### config.mk
export PLATFORM = sky130hd
export DESIGN_NAME = seq_gen_tx
export DESIGN_NICKNAME = d
export VERILOG_FILES = /design/src/rtl/seq_pkg.sv /design/src/rtl/seq_piso.sv /design/src/rtl/seq_gen_tx.sv
export SDC_FILE = /design/constraint.sdc
export NUM_CORES = 1
export LEC_CHECK = 0
export ABC_AREA = 1
export BUFFER_PORTS_ARGS = -buffer_cell sky130_fd_sc_hd__buf_2
export CAP_MARGIN = 10
export CORE_MARGIN = 4
export CORE_UTILIZATION = 47
export CTS_CLUSTER_DIAMETER = 200
export DETAILED_ROUTE_END_ITERATION = 8
export PLACE_DENSITY_LB_ADDON = 0.3
export RECOVER_POWER = 50
export SYNTH_ARGS = -nofsm -noshare
export SYNTH_HDL_FRONTEND = slang
export SYNTH_SLANG_ARGS = --single-unit
### constraint.sdc
create_clock -name clk -period 2.95 [get_ports clk]
set_clock_uncertainty 0.15 [all_clocks]
set_input_delay 0.59 -clock clk [delete_from_list [all_inputs] [get_ports clk]]
set_output_delay 0.59 -clock clk [all_outputs]
set_load 0.03 [all_outputs]
### src/rtl/seq_pkg.sv
// rtl/seq_pkg.sv - shared state encoding and constants for the serial pattern transmitter
package seq_pkg;

  typedef enum logic [1:0] {
    IDLE = 2'b00,
    SEND = 2'b01,
    GAP  = 2'b10,
    DONE = 2'b11
  } seq_state_t;

  localparam logic [3:0] DEF_PATTERN = 4'b1010;

endpackage

### src/rtl/seq_piso.sv
// rtl/seq_piso.sv - parallel-in/serial-out shift register, MSB first
module seq_piso #(
  parameter int W = 4
) (
  input  logic         clk,
  input  logic         rst,
  input  logic         load,
  input  logic         shift,
  input  logic [W-1:0] d,
  output logic         msb
);

  logic [W-1:0] sr;

  always_ff @(posedge clk) begin
    if (rst) begin
      sr <= '0;
    end else if (load) begin
      sr <= d;
    end else if (shift) begin
      sr <= {sr[W-2:0], 1'b0};
    end
  end

  assign msb = sr[W-1];

endmodule

### src/rtl/seq_gen_tx.sv
// rtl/seq_gen_tx.sv - serial pattern transmitter: repeats a captured pattern MSB-first
// with optional idle gap slots between repetitions, one slot per bit_en strobe.
module seq_gen_tx
  import seq_pkg::*;
#(
  parameter int   PAT_W    = 4,
  parameter int   CNT_W    = 4,
  parameter int   GAP_BITS = 0,
  parameter logic IDLE_LVL = 1'b0
) (
  input  logic             clk,
  input  logic             rst,
  input  logic             start,
  input  logic [PAT_W-1:0] pattern,
  input  logic [CNT_W-1:0] rep_cnt,
  input  logic             bit_en,
  input  logic             abort,
  output logic             ser_out,
  output logic             ser_valid,
  output logic             busy,
  output logic             done
);

  localparam int BIT_W = $clog2(PAT_W);
  localparam int GAP_W = (GAP_BITS > 0) ? $clog2(GAP_BITS + 1) : 1;
  localparam logic [BIT_W-1:0] LAST_BIT = BIT_W'(PAT_W - 1);
  localparam logic [GAP_W-1:0] LAST_GAP = GAP_W'((GAP_BITS > 0) ? GAP_BITS - 1 : 0);

  seq_state_t       state;
  logic [PAT_W-1:0] pat_q;
  logic [CNT_W-1:0] reps_left;
  logic [BIT_W-1:0] bit_idx;
  logic [GAP_W-1:0] gap_cnt;

  logic             accept, send_step, last_bit, more_reps, gap_end;
  logic             piso_load, piso_shift, piso_msb;
  logic [PAT_W-1:0] piso_d;

  // The shift register holds only the bits still to come after the one on
  // ser_out, so its MSB is always the next bit to present.
  always_comb begin
    accept     = (state == IDLE) && start && !abort;
    send_step  = (state == SEND) && bit_en && !abort;
    last_bit   = (bit_idx == LAST_BIT);
    more_reps  = (reps_left > CNT_W'(1));
    gap_end    = (state == GAP) && bit_en && !abort && (gap_cnt == LAST_GAP);
    piso_load  = accept || (send_step && last_bit && more_reps && (GAP_BITS == 0)) || gap_end;
    piso_shift = send_step && !last_bit;
    piso_d     = accept ? {pattern[PAT_W-2:0], 1'b0} : {pat_q[PAT_W-2:0], 1'b0};
  end

  seq_piso #(.W(PAT_W)) u_piso (
    .clk   (clk),
    .rst   (rst),
    .load  (piso_load),
    .shift (piso_shift),
    .d     (piso_d),
    .msb   (piso_msb)
  );

  always_ff @(posedge clk) begin
    if (rst) begin
      state     <= IDLE;
      pat_q     <= '0;
      reps_left <= '0;
      bit_idx   <= '0;
      gap_cnt   <= '0;
      ser_out   <= IDLE_LVL;
      ser_valid <= 1'b0;
      busy      <= 1'b0;
      done      <= 1'b0;
    end else begin
      case (state)
        IDLE: begin
          if (accept) begin
            pat_q     <= pattern;
            reps_left <= (rep_cnt == '0) ? CNT_W'(1) : rep_cnt;
            bit_idx   <= '0;
            gap_cnt   <= '0;
            ser_out   <= pattern[PAT_W-1];
            ser_valid <= 1'b1;
            busy      <= 1'b1;
            state     <= SEND;
          end
        end
        SEND: begin
          if (abort) begin
            state     <= IDLE;
            ser_out   <= IDLE_LVL;
            ser_valid <= 1'b0;
            busy      <= 1'b0;
          end else if (bit_en) begin
            if (!last_bit) begin
              bit_idx <= bit_idx + BIT_W'(1);
              ser_out <= piso_msb;
            end else if (more_reps) begin
              reps_left <= reps_left - CNT_W'(1);
              bit_idx   <= '0;
              if (GAP_BITS > 0) begin
                state     <= GAP;
                gap_cnt   <= '0;
                ser_out   <= IDLE_LVL;
                ser_valid <= 1'b0;
              end else begin
                ser_out <= pat_q[PAT_W-1];
              end
            end else begin
              state     <= DONE;
              done      <= 1'b1;
              busy      <= 1'b0;
              ser_valid <= 1'b0;
              ser_out   <= IDLE_LVL;
            end
          end
        end
        GAP: begin
          if (abort) begin
            state     <= IDLE;
            ser_out   <= IDLE_LVL;
            ser_valid <= 1'b0;
            busy      <= 1'b0;
          end else if (bit_en) begin
            if (gap_cnt == LAST_GAP) begin
              state     <= SEND;
              gap_cnt   <= '0;
              ser_out   <= pat_q[PAT_W-1];
              ser_valid <= 1'b1;
            end else begin
              gap_cnt <= gap_cnt + GAP_W'(1);
            end
          end
        end
        DONE: begin
          done  <= 1'b0;
          state <= IDLE;
        end
        default: state <= IDLE;
      endcase
    end
  end

endmodule

==> flow_summary.toml, run 1 <==
[run_status]
outcome = "finished, final reports clean"

[clocking]
tritoncts = "done"
max-clock-path-buffers = 2
post-cts-setup-buffer-count = 0
clock_sinks = 19
clock_tree.htree_level_count = 1
cts-buffers-inserted = 3
clk-insertion-delay-late_ns = 0.30
cts.repair.resized = 0
postCtsHoldBufs = 0
clock-root-buffer = "sky130_fd_sc_hd__clkbuf_4"
path_clk_slew_ns = 0.13

[synthesis]
seq_area_frac_synth = 0.295
synth_flop_cell = "sky130_fd_sc_hd__dfxtp_1"
post-synth-top-count-cell = "sky130_fd_sc_hd__nand2_1"
number_of_flops_mapped_to_enable_cells_by_yosys = 0
post-synth-top-area-cell = "sky130_fd_sc_hd__dfxtp_1"
ys_top_cells_by_area = "sky130_fd_sc_hd__dfxtp_1 (30%), sky130_fd_sc_hd__nand2_1 (16%), sky130_fd_sc_hd__inv_1 (8.2%)"
mappedNetlistNets = 222
synth.cells.most_frequent = "sky130_fd_sc_hd__nand2_1 (55), sky130_fd_sc_hd__inv_1 (28), sky130_fd_sc_hd__nor2_1 (27)"
netlist_instances = 201
synthDominantCellAreaShare = 0.295
syn_avg_cell_area_um2 = 6.41
synth_seq_cells = 19
yosysUniqueCellTypes = 24
synthesis.yosys.warnings = 0
post_synth_instance_area_mm2 = 0.00129
postSynth.asyncResetShare = 0

[grt]
grt_overflow = 0
grt_use_met2 = 0.256
globalRoute.busiestLayer = "met2"
grt.met3_usage = 0.0191
initial_antenna_violation_count = 0
grt_util_met1 = 0.216
grt_max_degree = 13
grt_first_pass_wirelength_mm = 4.39
first_global_vias = 1071
grt_util_all_layers = 0.154

[cells_and_area]
fillers = 264
final_layout_size_suffix_gt1_frac = 0.147
syn2layout_area_growth_pct = 7.77
multiInputGateArea_um2 = 748
fin_nets = 240
area.sequential_um2 = 380
antennaDiodeCount = 0

[sta]
tightestPinTransition_ns = 0.531
maxSlewHeadroom = 0.642
period_minus_slack_ns = 2.05
slew_viol_final = 0
worst_hold_slack_ns = 0.331
final.setup.tns_ns = 0
final_min_period_over_clock_period = 0.694
timing_hold_violations_final = 0
finalSetupViolations = 0
rsz0062_at_grt = "false"
peak_freq_ghz = 0.488

[die]
floorplan.io_pins = 17
die_h_um = 60.4
core_mm2 = 0.00254
initial_core_utilization = 0.506
fp-row-count = 18
chipWidth_um = 60.4
die_area_mm2 = 0.00364

[worst_hold_path]
holdCritPathClass = "reg -> reg"

[worst_setup_path]
timing.critical_path.to_type = "flip-flop"
setup.worst_path.class = "reg -> reg"
cp_cell_sequence = "inv_1 -> ha_1 -> nand3_1 -> inv_1 -> nor2_1 -> nand2_2 -> o21ai_0 -> nor2_1"
slowest_stage = "sky130_fd_sc_hd__dfxtp_1"
critPathLaunchType = "flip-flop"
cp.required_ns = 3.00
worst-path-max-fanout = 7
regToRegSetupSlack_ns = 0.90
biggest_cell_delay_along_the_critical_path_ns = 0.39
cp_data_arrival_time_ns = 2.10

[power]
power_density_mw_per_mm2 = 1000
power.leakage_nw = 0.719
total_power_after_layout_mw = 1.39
irDropWorstVdd_mv = 0.643

[detailed_routing]
detail_route.drc_violations = 0
drt_iter0_drc = 51
wl_per_cell_um = 10.5
dr_total_vias = 1223
detail_route.wirelength_mm = 2.59
vias_per_cell = 4.93
drtPass1Iterations = 4
detail-route-antenna-nets = 0

[placed_design]
gp_congestion = 0.917
place.detailed.hpwl_mm = 2.06
io_buffer_count = 16

[flow_run]
timing.max_cap.violations = 0
[path summary, 6_finish.rpt]
check | start | endpoint | cells after the start
hold reg to reg | reps_left[1] | reps_left[1] | 2
setup / recovery | state[0] | u_piso.sr[3] | 8
setup reg to reg | state[0] | u_piso.sr[3] | 8
hold / removal | reps_left[1] | reps_left[1] | 2
[cell usage in the layout (no fill, tap or decap), drive strengths merged]
cell,n
clkbuf,7
a21oi,12
inv,32
clkinv,1
nand4,7
nand2,62
o21ai,13
nand3,11
nor2,31
a31oi,1
dfxtp,19
buf,12
nand3b,1
ha,8
or2,1
[cell families (layout without fill, tap and decap cells)]
kind of cell	count (synthesis)	after routing	share of synthesized area
simple gates	113	113	0.411
flops	19	19	0.295
compound gates	26	26	0.111
buf+inv	35	52	0.106
fa+ha+maj	8	8	0.0777
[per-layer routing]
metal / up-vias / routed length (um)
met2: 27 / 1160
met4: 0 / 11
met5: - / 0
met3: 2 / 131
li1: 662 / -
met1: 532 / 1290
[power breakdown]
group | total [mW] | internal, mW | switching, mW | leakage, nW
Clock | 0.139 | 0.0505 | 0.0887 | 0.0177
Sequential | 0.405 | 0.345 | 0.0600 | 0.156
Combinational | 0.847 | 0.288 | 0.559 | 0.545
Total | 1.39 | 0.684 | 0.708 | 0.719
[registers in the layout, summed over array words and instances, names as in the netlist]
signal and flops:
bit_idx 2, busy 1, done 1, pat_q 4, reps_left 4, ser_out 1, ser_valid 1, state 2
u_piso.sr 3
[cell type report]
cell class / count / area share
Multi-Input combinational cell: 147 / 0.539
Sequential cell: 19 / 0.274
Inverter: 32 / 0.0865
Timing Repair Buffer: 16 / 0.0541
Tap cell: 30 / 0.0270
Clock buffer: 3 / 0.0162
Clock inverter: 1 / 0.00360
[metrics by stage]
step	util	cell area, um2	setup WS, ns	instances
floorplan	-	1290	1.36	201
global placement	0.546	1390	1.08	244
detailed placement	0.546	1390	0.993	244
CTS	0.557	1420	0.957	248
global route	0.546	1390	0.637	248
finish	0.546	1390	0.902	248
[critical path, delay by kind of cell, from the launching register on]
kind                       cells  cell delay [ns]
AOI/OAI and AO/OA              1             0.17
adders and majority gates      1             0.28
buffers and inverters          2             0.21
DFF                            1             0.39
and+or+nand+nor                4             0.74
Note: power is estimated with default switching activity, not from simulation.
==> run 2, diff against run 1 <==
--- a/config.mk
+++ b/config.mk
@@ -5,7 +5,7 @@
 export SDC_FILE = /design/constraint.sdc
 export NUM_CORES = 1
 export LEC_CHECK = 0
-export ABC_AREA = 1
+export ABC_AREA = 0
 export BUFFER_PORTS_ARGS = -buffer_cell sky130_fd_sc_hd__buf_2
 export CAP_MARGIN = 10
 export CORE_MARGIN = 4
==> constraint.sdc (replaced) <==
create_clock -name clk -period 1.9 [get_ports clk]
set_clock_uncertainty 0.15 [all_clocks]
set_input_delay 0.38 -clock clk [delete_from_list [all_inputs] [get_ports clk]]
set_output_delay 0.38 -clock clk [all_outputs]
set_load 0.03 [all_outputs]
==> run 2 against run 1 <==
Worst setup slack lost 0.85 ns. Utilization grew 13 points. Critical path depth shrank 1. Flip-flop and latch count is the same. Sequential share of layout area shrank 4.2 points. Largest cell class unchanged.
==> flow_summary.toml, run 2 <==
[synthesis]
mappedNetlistNets = 160
synth_flop_cell = "sky130_fd_sc_hd__dfxtp_1"
seq_area_frac_synth = 0.315
synthesis.yosys.warnings = 0
yosysUniqueCellTypes = 47
postSynth.asyncResetShare = 0
post_synth_instance_area_mm2 = 0.00121
ys_top_cells_by_area = "sky130_fd_sc_hd__dfxtp_1 (31%), sky130_fd_sc_hd__ha_1 (8.3%), sky130_fd_sc_hd__mux2i_1 (7.5%)"
synth_seq_cells = 19
synth.cells.most_frequent = "sky130_fd_sc_hd__dfxtp_1 (19), sky130_fd_sc_hd__nor2_1 (11), sky130_fd_sc_hd__inv_1 (9), sky130_fd_sc_hd__mux2i_1 (9)"
post-synth-top-area-cell = "sky130_fd_sc_hd__dfxtp_1"
number_of_flops_mapped_to_enable_cells_by_yosys = 0
syn_avg_cell_area_um2 = 8.70
netlist_instances = 139
synthDominantCellAreaShare = 0.315
post-synth-top-count-cell = "sky130_fd_sc_hd__dfxtp_1"

[power]
irDropWorstVdd_mv = 0.544
power.leakage_nw = 0.674
total_power_after_layout_mw = 1.25
power_density_mw_per_mm2 = 745

[placed_design]
gp_congestion = 0.793
io_buffer_count = 16
place.detailed.hpwl_mm = 2.09

[worst_hold_path]
worstHoldEndpoint = "pat_q[0]"
holdPathStages = 3
hp-start = "pattern[0]"
holdCritPathClass = "in -> reg"

[die]
chipWidth_um = 58.7
fp-row-count = 18
floorplan.io_pins = 17
initial_core_utilization = 0.492
die_h_um = 58.7
die_area_mm2 = 0.00345
core_mm2 = 0.00245

[worst_setup_path]
worst-path-max-fanout = 4
timing.critical_path.to_type = "flip-flop"
critPathLaunchType = "flip-flop"
setup.worst_path.class = "reg -> reg"
cp_data_arrival_time_ns = 1.91
cp.required_ns = 1.96
timing.rr.start = "reps_left[1]"
regToRegEndpoint = "state[0]"
rr_worst_depth = 7
regToRegSetupSlack_ns = 0.05

[detailed_routing]
detail-route-antenna-nets = 0
wl_per_cell_um = 15.4
drt_iter0_drc = 25
detail_route.wirelength_mm = 3.18
dr_total_vias = 1167
vias_per_cell = 5.64
detail_route.drc_violations = 0
drtPass1Iterations = 4

[clocking]
max-clock-path-buffers = 2
path_clk_slew_ns = 0.12
cts-buffers-inserted = 3
clk-insertion-delay-late_ns = 0.31
clock_sinks = 19
clock_tree.htree_level_count = 1
clock-root-buffer = "sky130_fd_sc_hd__clkbuf_4"
tritoncts = "done"

[grt]
initial_antenna_violation_count = 0
grt_util_all_layers = 0.184
first_global_vias = 1156
grt_max_degree = 24
grt_first_pass_wirelength_mm = 4.95
grt_overflow = 0

[cells_and_area]
final_layout_size_suffix_gt1_frac = 0.435
biggestRegsByFlops = "pat_q: 4 flops, reps_left: 4 flops, u_piso.sr: 3 flops"
layout.cells.most_common = "sky130_fd_sc_hd__buf_4"
fin_nets = 199
final_core_utilization = 0.680
antennaDiodeCount = 0
mostFrequentLayoutCells = "sky130_fd_sc_hd__buf_4 (24), sky130_fd_sc_hd__dfxtp_1 (15), sky130_fd_sc_hd__buf_2 (12), sky130_fd_sc_hd__nor2_1 (11), sky130_fd_sc_hd__mux2i_1 (9)"
syn2layout_area_growth_pct = 38.2

[run_status]
outcome = "finished, final reports clean"

[sta]
final_min_period_over_clock_period = 0.972
period_minus_slack_ns = 1.85
tightestPinTransition_ns = 0.437
slew_viol_final = 0
maxSlewHeadroom = 0.709
timing_hold_violations_final = 0
finalSetupViolations = 0
rsz0062_at_grt = "true"
final.setup.tns_ns = 0
peak_freq_ghz = 0.541

[flow_run]
timing.max_cap.violations = 0
run 2: area by class of cell:
| cell class | count | area (um2) |
|---|---|---|
| Inverter | 9 | 33.8 |
| Clock buffer | 3 | 22.5 |
| Clock inverter | 1 | 5.00 |
| Multi-Input combinational cell | 105 | 928 |
| Tap cell | 30 | 37.5 |
| Timing Repair Buffer | 40 | 255 |
| Fill cell | 190 | 785 |
| Sequential cell | 19 | 388 |
run 2: stage by stage:
stage | hold WS [ns] | cells | area [um2] | setup WS [ns]
final | 0.177 | 207 | 1670 | 0.0531
after detailed placement | 0.321 | 199 | 1450 | -0.131
after floorplan | 0.294 | 139 | 1220 | 0.0119
after global routing | 0.192 | 207 | 1670 | -0.0623
after global placement | 0.304 | 199 | 1450 | -0.0151
after CTS | 0.175 | 205 | 1560 | 0.00117
run 2: worst max-delay path by stage:
stage	cells after the start	end	from
floorplan	8	bit_idx[1]	state[0]
global placement	8	ser_valid	state[0]
detailed placement	8	ser_out	state[0]
CTS	7	bit_idx[1]	reps_left[1]
global route	7	state[0]	reps_left[1]
finish	7	state[0]	reps_left[1]
run 2: where the power goes:
part / switching, mW / leakage [nW] / internal, mW
clock network: 0.136 / 0.0177 / 0.0786
logic: 0.288 / 0.499 / 0.281
registers: 0.0256 / 0.157 / 0.436
total: 0.450 / 0.674 / 0.795
run 2: what timing repair did:
| item | 4_1_cts | 5_1_grt |
|---|---|---|
| hold buffers | 0 | 0 |
| pin swaps | 7 | 5 |
| resized for setup | 16 | 21 |
| endpoints found under the hold margin | 0 | 0 |
| endpoints found under the setup margin | 10 | 12 |
| buffers inserted | 2 | 2 |
run 2: kinds of logic (layout without fill, tap and decap cells):
group	after synthesis	in the layout	synth area share
flip-flops	19	19	0.315
AND/OR/NAND/NOR	51	51	0.238
multiplexers	11	11	0.0932
adder cells (fa/ha/maj)	8	8	0.0828
AO/OA/AOI/OAI	35	35	0.210
buffers and inverters	15	53	0.0611
run 2: routing by layer:
metal / vias to the layer above / routed length, um / track usage
li1: 575 / - / -
met1: 554 / 1320 / 0.215
met2: 26 / 1660 / 0.327
met3: 12 / 106 / 0.0219
met4: 0 / 100 / 0.0939
met5: - / 0 / 0
run 2: critical path, stage by stage (launching register included):
cell	delay, ns
sky130_fd_sc_hd__dfxtp_2	0.35
sky130_fd_sc_hd__inv_2	0.05
sky130_fd_sc_hd__ha_2	0.17
sky130_fd_sc_hd__or2_4	0.24
sky130_fd_sc_hd__a31oi_2	0.29
sky130_fd_sc_hd__buf_4	0.19
sky130_fd_sc_hd__a21oi_1	0.05
sky130_fd_sc_hd__a311oi_1	0.27
==> run 3, diff against run 2 <==
--- a/config.mk
+++ b/config.mk
@@ -8,7 +8,7 @@
 export ABC_AREA = 0
 export BUFFER_PORTS_ARGS = -buffer_cell sky130_fd_sc_hd__buf_2
 export CAP_MARGIN = 10
-export CORE_MARGIN = 4
+export CORE_MARGIN = 2
 export CORE_UTILIZATION = 47
 export CTS_CLUSTER_DIAMETER = 200
 export DETAILED_ROUTE_END_ITERATION = 8
==> run 3 against run 2 <==
Non-clock buffer count is 4 lower. Sequential power hardly changed. Register-to-register slack hardly changed. Final cell count is 1.9% lower. Clock power is 3% lower. Maximum frequency is 0.38% lower. Hold slack better by 0.0045 ns. Largest cell class unchanged.
==> flow_summary.toml, run 3 (synthesis results as in run 2) <==
[run_status]
outcome = "finished, final reports clean"

[sta]
tightestPinTransition_ns = 0.417
period_minus_slack_ns = 1.85
finalSetupViolations = 0
slew_viol_final = 0
final_min_period_over_clock_period = 0.976
final.setup.tns_ns = 0
worst_hold_slack_ns = 0.181
timing_hold_violations_final = 0
rsz0062_at_grt = "true"
peak_freq_ghz = 0.539
maxSlewHeadroom = 0.722

[die]
die_h_um = 54.7
die_area_mm2 = 0.00299
initial_core_utilization = 0.492
fp-row-count = 18
core_mm2 = 0.00245
floorplan.io_pins = 17
chipWidth_um = 54.7

[clocking]
path_clk_slew_ns = 0.11
postCtsHoldBufs = 0
clock-root-buffer = "sky130_fd_sc_hd__clkbuf_4"
clk-insertion-delay-late_ns = 0.30
max-clock-path-buffers = 2
clock_sinks = 19
tritoncts = "done"
cts-buffers-inserted = 3
clock_tree.htree_level_count = 1

[power]
power.leakage_nw = 0.645
irDropWorstVdd_mv = 0.568
total_power_after_layout_mw = 1.15
power_density_mw_per_mm2 = 740

[cells_and_area]
post-route-cell-area_mm2 = 0.00155
layout.cells.most_common = "sky130_fd_sc_hd__buf_4"
biggestRegsByFlops = "pat_q: 4 flops, reps_left: 4 flops, u_piso.sr: 3 flops"
fin_nets = 195
mostFrequentLayoutCells = "sky130_fd_sc_hd__buf_4 (20), sky130_fd_sc_hd__dfxtp_1 (16), sky130_fd_sc_hd__buf_2 (12), sky130_fd_sc_hd__nor2_1 (11), sky130_fd_sc_hd__mux2i_1 (9)"
antennaDiodeCount = 0
syn2layout_area_growth_pct = 28.6
final_layout_size_suffix_gt1_frac = 0.382
fillers = 216
finalNonFillerCells = 203

[worst_hold_path]
holdCritPathClass = "in -> reg"

[detailed_routing]
wl_per_cell_um = 13.6
drt_iter0_drc = 26
detail_route.wirelength_mm = 2.77
vias_per_cell = 5.53
drtPass1Iterations = 6
detail_route.drc_violations = 0
detail-route-antenna-nets = 0
dr_total_vias = 1122

[worst_setup_path]
critPathLaunchType = "flip-flop"
worst-path-max-fanout = 5
setup.worst_path.class = "reg -> reg"
timing.critical_path.to_type = "flip-flop"
cp_data_arrival_time_ns = 1.95
cp.required_ns = 1.99

[grt]
initial_antenna_violation_count = 0
grt_max_degree = 24
first_global_vias = 1051
grt_first_pass_wirelength_mm = 4.16
grt_util_all_layers = 0.195
grt_overflow = 0

[placed_design]
io_buffer_count = 16
numPlacedInstances = 198
place.detailed.hpwl_mm = 2.08
detailed_place.area_mm2 = 0.00144
gp_congestion = 0.840

[flow_run]
timing.max_cap.violations = 0
-- run 3: changes by cell type in the layout (fill, tap and decap cells not counted), sizes merged --
cell  delta
buf      -4
-- run 3: area by class of cell --
class / count / area, um2 / share of cell area
Sequential cell: 19 / 389 / 0.250
Clock inverter: 1 / 5.00 / 0.00322
Timing Repair Buffer: 36 / 225 / 0.145
Tap cell: 30 / 37.5 / 0.0242
Clock buffer: 3 / 22.5 / 0.0145
Inverter: 9 / 33.8 / 0.0217
Multi-Input combinational cell: 105 / 841 / 0.541
-- run 3: final timing paths --
check | from | end | slack (ns) | depth (start not counted)
worst max-delay path | reps_left[0] | bit_idx[1] | 0.05 | 7
worst min-delay path | pattern[3] | pat_q[3] | 0.18 | 3
worst max register to register | reps_left[0] | bit_idx[1] | 0.05 | 7
worst min register to register | bit_idx[1] | bit_idx[1] | 0.33 | 2
-- run 3: critical path: stages, from the launching register on --
cell                      delay [ns]
sky130_fd_sc_hd__dfxtp_4        0.38
sky130_fd_sc_hd__inv_2          0.03
sky130_fd_sc_hd__ha_2           0.17
sky130_fd_sc_hd__or2_4          0.25
sky130_fd_sc_hd__and2_4         0.17
sky130_fd_sc_hd__a311o_1        0.29
sky130_fd_sc_hd__or2_1          0.23
sky130_fd_sc_hd__a21oi_2        0.13
-- run 3: report_power, final --
group / internal [mW] / total (mW) / switching [mW]
clock network: 0.0785 / 0.208 / 0.130
logic: 0.233 / 0.480 / 0.247
registers: 0.436 / 0.462 / 0.0264
-- run 3: per-layer routing --
metal	GRT usage	routed length, um	vias up
li1	-	-	569
met1	0.218	1230	535
met2	0.361	1460	14
met3	0.0246	63	4
met4	0.0875	22	0
met5	0	0	-
-- run 3: timing repair --
item / CTS / global route
resized for setup: 6 / 17
pin swaps: 2 / 4
setup endpoints to repair: 11 / 13
setup buffers: 1 / 0
-- run 3: metrics by stage --
step | utilization | worst slack (ns)
after detailed placement | 0.586 | -0.104
after floorplan | - | 0.0119
final | 0.633 | 0.0461
after global placement | 0.586 | -0.0437
after CTS | 0.608 | 0.00277
after global routing | 0.633 | -0.0151
